===== src/rtl/store.sv =====
// Serial-byte loader: writes DEPTH received bytes to consecutive memory addresses.
// Define STORE_CHECKSUM_EN to enable the running mod-256 byte checksum output.
module store #(
    parameter int DEPTH = 16384
) (
    input  logic        clk,
    input  logic        rst,
    input  logic        start,
    input  logic [7:0]  rx_data,
    input  logic        rx_valid,
    output logic [13:0] write_select,
    output logic [7:0]  write_data,
    output logic        write_en,
    output logic        busy,
    output logic        load_done,
    output logic [7:0]  checksum
);

    typedef enum logic [1:0] {
        IDLE,
        LOAD,
        DONE
    } state_t;

    localparam logic [13:0] LAST_ADDR = 14'(DEPTH - 1);

    state_t      r_state;
    state_t      w_next_state;
    logic [13:0] r_addr;
    logic [13:0] r_write_select;
    logic [7:0]  r_write_data;
    logic        r_write_en;
    logic        r_busy;
    logic        r_load_done;
    logic        w_accept;
    logic        w_last;
    logic        w_restart;

    assign w_accept  = (r_state == LOAD) && rx_valid;
    assign w_last    = (r_addr == LAST_ADDR);
    assign w_restart = (r_state != LOAD) && start;

    always_comb begin
        w_next_state = r_state;
        case (r_state)
            IDLE, DONE: if (start) w_next_state = LOAD;
            LOAD:       if (w_accept && w_last) w_next_state = DONE;
            default:    w_next_state = IDLE;
        endcase
    end

    // Status flags are registered from the next state so they line up with r_state.
    always_ff @(posedge clk or negedge rst) begin
        if (!rst) begin
            r_state     <= IDLE;
            r_busy      <= 1'b0;
            r_load_done <= 1'b0;
        end else begin
            r_state     <= w_next_state;
            r_busy      <= (w_next_state == LOAD);
            r_load_done <= (w_next_state == DONE);
        end
    end

    // The address saturates on the last byte; the next start clears it.
    always_ff @(posedge clk or negedge rst) begin
        if (!rst) begin
            r_addr         <= '0;
            r_write_select <= '0;
            r_write_data   <= '0;
            r_write_en     <= 1'b0;
        end else begin
            r_write_en <= w_accept;
            if (w_accept) begin
                r_write_select <= r_addr;
                r_write_data   <= rx_data;
                if (!w_last) r_addr <= r_addr + 14'd1;
            end else if (w_restart) begin
                r_addr <= '0;
            end
        end
    end

`ifdef STORE_CHECKSUM_EN
    logic [7:0] r_checksum;

    always_ff @(posedge clk or negedge rst) begin
        if (!rst) begin
            r_checksum <= '0;
        end else if (w_restart) begin
            r_checksum <= '0;
        end else if (w_accept) begin
            r_checksum <= r_checksum + rx_data;
        end
    end

    assign checksum = r_checksum;
`else
    assign checksum = '0;
`endif

    assign write_select = r_write_select;
    assign write_data   = r_write_data;
    assign write_en     = r_write_en;
    assign busy         = r_busy;
    assign load_done    = r_load_done;

endmodule


===== config.mk =====
export PLATFORM = sky130hd
export DESIGN_NAME = store
export DESIGN_NICKNAME = d
export VERILOG_FILES = /design/src/rtl/store.sv
export SDC_FILE = /design/constraint.sdc
export NUM_CORES = 1
export LEC_CHECK = 0
export ABC_AREA = 1
export BUFFER_PORTS_ARGS = -buffer_cell sky130_fd_sc_hd__buf_2
export CAP_MARGIN = 15
export CORE_MARGIN = 4
export CORE_UTILIZATION = 30
export CTS_CLUSTER_DIAMETER = 60
export CTS_CLUSTER_SIZE = 25
export DETAILED_ROUTE_END_ITERATION = 7
export PLACE_DENSITY_LB_ADDON = 0.08
export SLEW_MARGIN = 25
export SYNTH_ARGS = -nofsm -noshare
export SYNTH_HDL_FRONTEND = slang
export SYNTH_SLANG_ARGS = --single-unit
export TNS_END_PERCENT = 100

===== constraint.sdc =====
create_clock -name clk -period 2.1 [get_ports clk]
set_clock_uncertainty 0.2 [all_clocks]
set_input_delay 0.105 -clock clk [delete_from_list [all_inputs] [get_ports clk]]
set_output_delay 0.105 -clock clk [all_outputs]
set_load 0.01 [all_outputs]

==> impl_metrics.json <==
{
  "period_needed_ns": 1.87,
  "finalHoldViolCount": 0,
  "crit-reg2reg-capture": "r_addr[1]$_DFFE_PN0P_",
  "critPathMaxFanout": 11,
  "core_um2": 6310,
  "grt_usage": 0.127,
  "p_sw_frac": 0.308,
  "tightest_slew_ns": 0.538,
  "grt_pass1_wl_mm": 7.55,
  "p_int_uw": 1240,
  "start_util": 0.307,
  "area_growth_pct": 23.7,
  "dp_worst_setup_slack_ns": -0.0737,
  "cp.required_ns": 2.14,
  "yosysMostFrequentCell": "nand2_1",
  "hold_path_depth": 5,
  "drv_cap": 0,
  "synth_top_area_frac": 0.530,
  "synth_common_cells": "nand2_1 (84), dfrtp_1 (41), inv_1 (19), o21ai_0 (19)",
  "ys_seq_elements": 41,
  "critPathKind": "flop to flop",
  "ys_async_sr_fraction": 1.00,
  "finalSetupViolCount": 0,
  "cellLeakagePower_uw": 0.00121,
  "timing.rr.start": "r_addr[0]$_DFFE_PN0P_",
  "clock-root-buffer": "clkbuf_8",
  "min_from": "rx_valid",
  "synth-main-ff-cell": "dfrtp_1",
  "power.density_nw_per_um2": 749,
  "antenna_cells": 0,
  "synth.area.top_cells": "dfrtp_1 (53%), nand2_1 (16%), o21ai_0 (4.9%), nand3_1 (3.9%), inv_1 (3.7%)",
  "via_per_inst": 4.33,
  "power.switching_uw": 553,
  "postRouteWirelength_mm": 4.53,
  "synth_cells": 239,
  "status": "finished clean",
  "min_period_over_period": 0.889,
  "cts.htree.levels": 2,
  "syn_area_um2": 1940,
  "rsz0062_at_grt": "false",
  "cts_sinks": 41,
  "pin_count": 45,
  "fmax_mhz": 535,
  "clock_path_buffers": 2,
  "power.total_uw": 1790,
  "grt-ovfl-total": 0,
  "power_frac_clock": 0.288,
  "drive_gt1_frac": 0.212,
  "wl_per_cell_um": 12.2,
  "rows": 29,
  "holdPathEnd": "r_addr[7]$_DFFE_PN0P_",
  "end_kind": "flop",
  "fin_ws_ns": 0.232,
  "netlist.top_cell.by_area": "dfrtp_1",
  "synth_area_per_cell_um2": 8.10,
  "numCtsBuffers": 5,
  "drt_iter0_drc": 61,
  "peakVddDrop_mv": 0.288,
  "maxSlewHeadroom": 0.641,
  "yosysWarnings": 0,
  "dieArea_um2": 7800,
  "cp.arrival_ns": 1.91,
  "drc": 0,
  "cts_tree": "yes",
  "yosysUniqueCellTypes": 22,
  "yosysSeqAreaShare": 0.530,
  "path_clk_slew_ns": 0.08,
  "vias": 1601,
  "r2r_slack_ns": 0.23,
  "gp_congestion": 0.833,
  "nFillCells": 667,
  "firstDrtPassIters": 4,
  "critPathLaunchType": "flop",
  "ff2ff_path_depth": 8,
  "post_cts_buffers": 0,
  "io_buffers": 36,
  "hold_class": "primary input to flop",
  "grt_max_degree": 44,
  "die_h_um": 88.3,
  "clock_latency_ns": 0.30,
  "synth_edf_count": 0,
  "fin_nets": 305,
  "hpwl_mm": 3.17,
  "drv_slew": 0,
  "drtAntennaViolNets": 0,
  "grt_pass1_vias": 1581,
  "finalSetupTns_ns": 0,
  "pwr-share-seq": 0.519,
  "power_frac_comb": 0.194,
  "antenna_found_initial": 0,
  "die_x_um": 88.3
}
[area by class of cell]
| type | count | area, um2 | share of cell area |
|---|---|---|---|
| clock buffer | 5 | 68.8 | 0.0287 |
| clock inverter | 3 | 17.5 | 0.00731 |
| inverter | 20 | 75.1 | 0.0313 |
| multi-input combinational | 169 | 763 | 0.319 |
| sequential | 41 | 1030 | 0.428 |
| tap | 77 | 96.3 | 0.0402 |
| timing repair buffer | 55 | 348 | 0.145 |
[cell usage in the layout, fill, tap and decap left out]
cell type      instances
clkinv_2               2
inv_2                  1
nand2_2                2
or2_2                  1
dlygate4sd3_1         10
nor3_1                 4
nor2_2                 1
nand2_1               84
clkbuf_8               5
buf_4                  9
nand4_1                2
clkinvlp_4             1
nor2_1                15
buf_2                 36
xor2_1                 3
o21bai_2               1
nand3_1               15
nor2_4                 3
inv_1                 19
o21ai_0               19
ha_1                   1
dfrtp_1               41
conb_1                 8
o21ai_1               10
[how the worst max path moves through the flow]
stage	end	cells after the start	slack [ns]	startpoint
final	r_addr[1]$_DFFE_PN0P_	8	0.23	r_addr[0]$_DFFE_PN0P_
after global routing	r_addr[12]$_DFFE_PN0P_	9	0.05	r_addr[1]$_DFFE_PN0P_
after CTS	r_addr[1]$_DFFE_PN0P_	8	0.21	r_addr[0]$_DFFE_PN0P_
after detailed placement	r_addr[0]$_DFFE_PN0P_	8	-0.07	r_addr[0]$_DFFE_PN0P_
after global placement	r_addr[1]$_DFFE_PN0P_	8	-0.02	r_addr[0]$_DFFE_PN0P_
after floorplan	r_addr[11]$_DFFE_PN0P_	10	0.40	r_addr[0]$_DFFE_PN0P_
[sequential cells by signal, summed over array words and instances, names as in the netlist]
register,flops
write_en,1
busy,1
write_select,14
write_data,8
r_state,2
r_addr,14
load_done,1
[power by group through the flow]
stage / clock network [uW] / logic (uW) / registers (uW)
after global routing: 577 / 400 / 942
after global placement: 0 / 340 / 945
after floorplan: 0 / 175 / 971
after detailed placement: 0 / 341 / 947
final: 517 / 347 / 930
after CTS: 553 / 358 / 931
[what timing repair did]
action,CTS,global route
hold endpoints to repair,53,0
endpoints found under the setup margin,9,0
gates resized for setup,1,0
hold buffers,10,0
[cells by family after synthesis]
kind of cell,share of synthesized area
XOR/XNOR,0.0136
other,0.00194
AND/OR/NAND/NOR,0.278
buffers and inverters,0.0911
flip-flops,0.530
AO/OA/AOI/OAI,0.0789
adder cells (fa/ha/maj),0.00646
[worst max-delay path, cell delays in order (launching register included)]
cell	delay [ns]
dfrtp_1	0.39
ha_1	0.25
nand2_1	0.14
nor2_4	0.06
nand2_2	0.10
nor2_4	0.05
o21bai_2	0.41
nand3_1	0.12
nand2_1	0.08
[per-stage QoR]
| step | instances | area (um2) | hold WS (ns) | utilization |
|---|---|---|---|---|
| floorplan | 246 | 1960 | -0.391 | - |
| global placement | 352 | 2200 | 0.0179 | 0.349 |
| detailed placement | 352 | 2200 | 0.0141 | 0.349 |
| CTS | 370 | 2390 | 0.159 | 0.379 |
| global route | 370 | 2390 | 0.202 | 0.379 |
| finish | 370 | 2390 | 0.166 | 0.379 |
[metal layers]
layer  GRT usage  routed length (um)  vias to the layer above
met5           0                   0                        -
met4      0.0536                 109                        0
met3      0.0345                 318                       11
met2       0.202                1960                       49
met1       0.162                2140                      701
li1            -                   -                      840
Note: power is estimated with default switching activity, not from simulation.
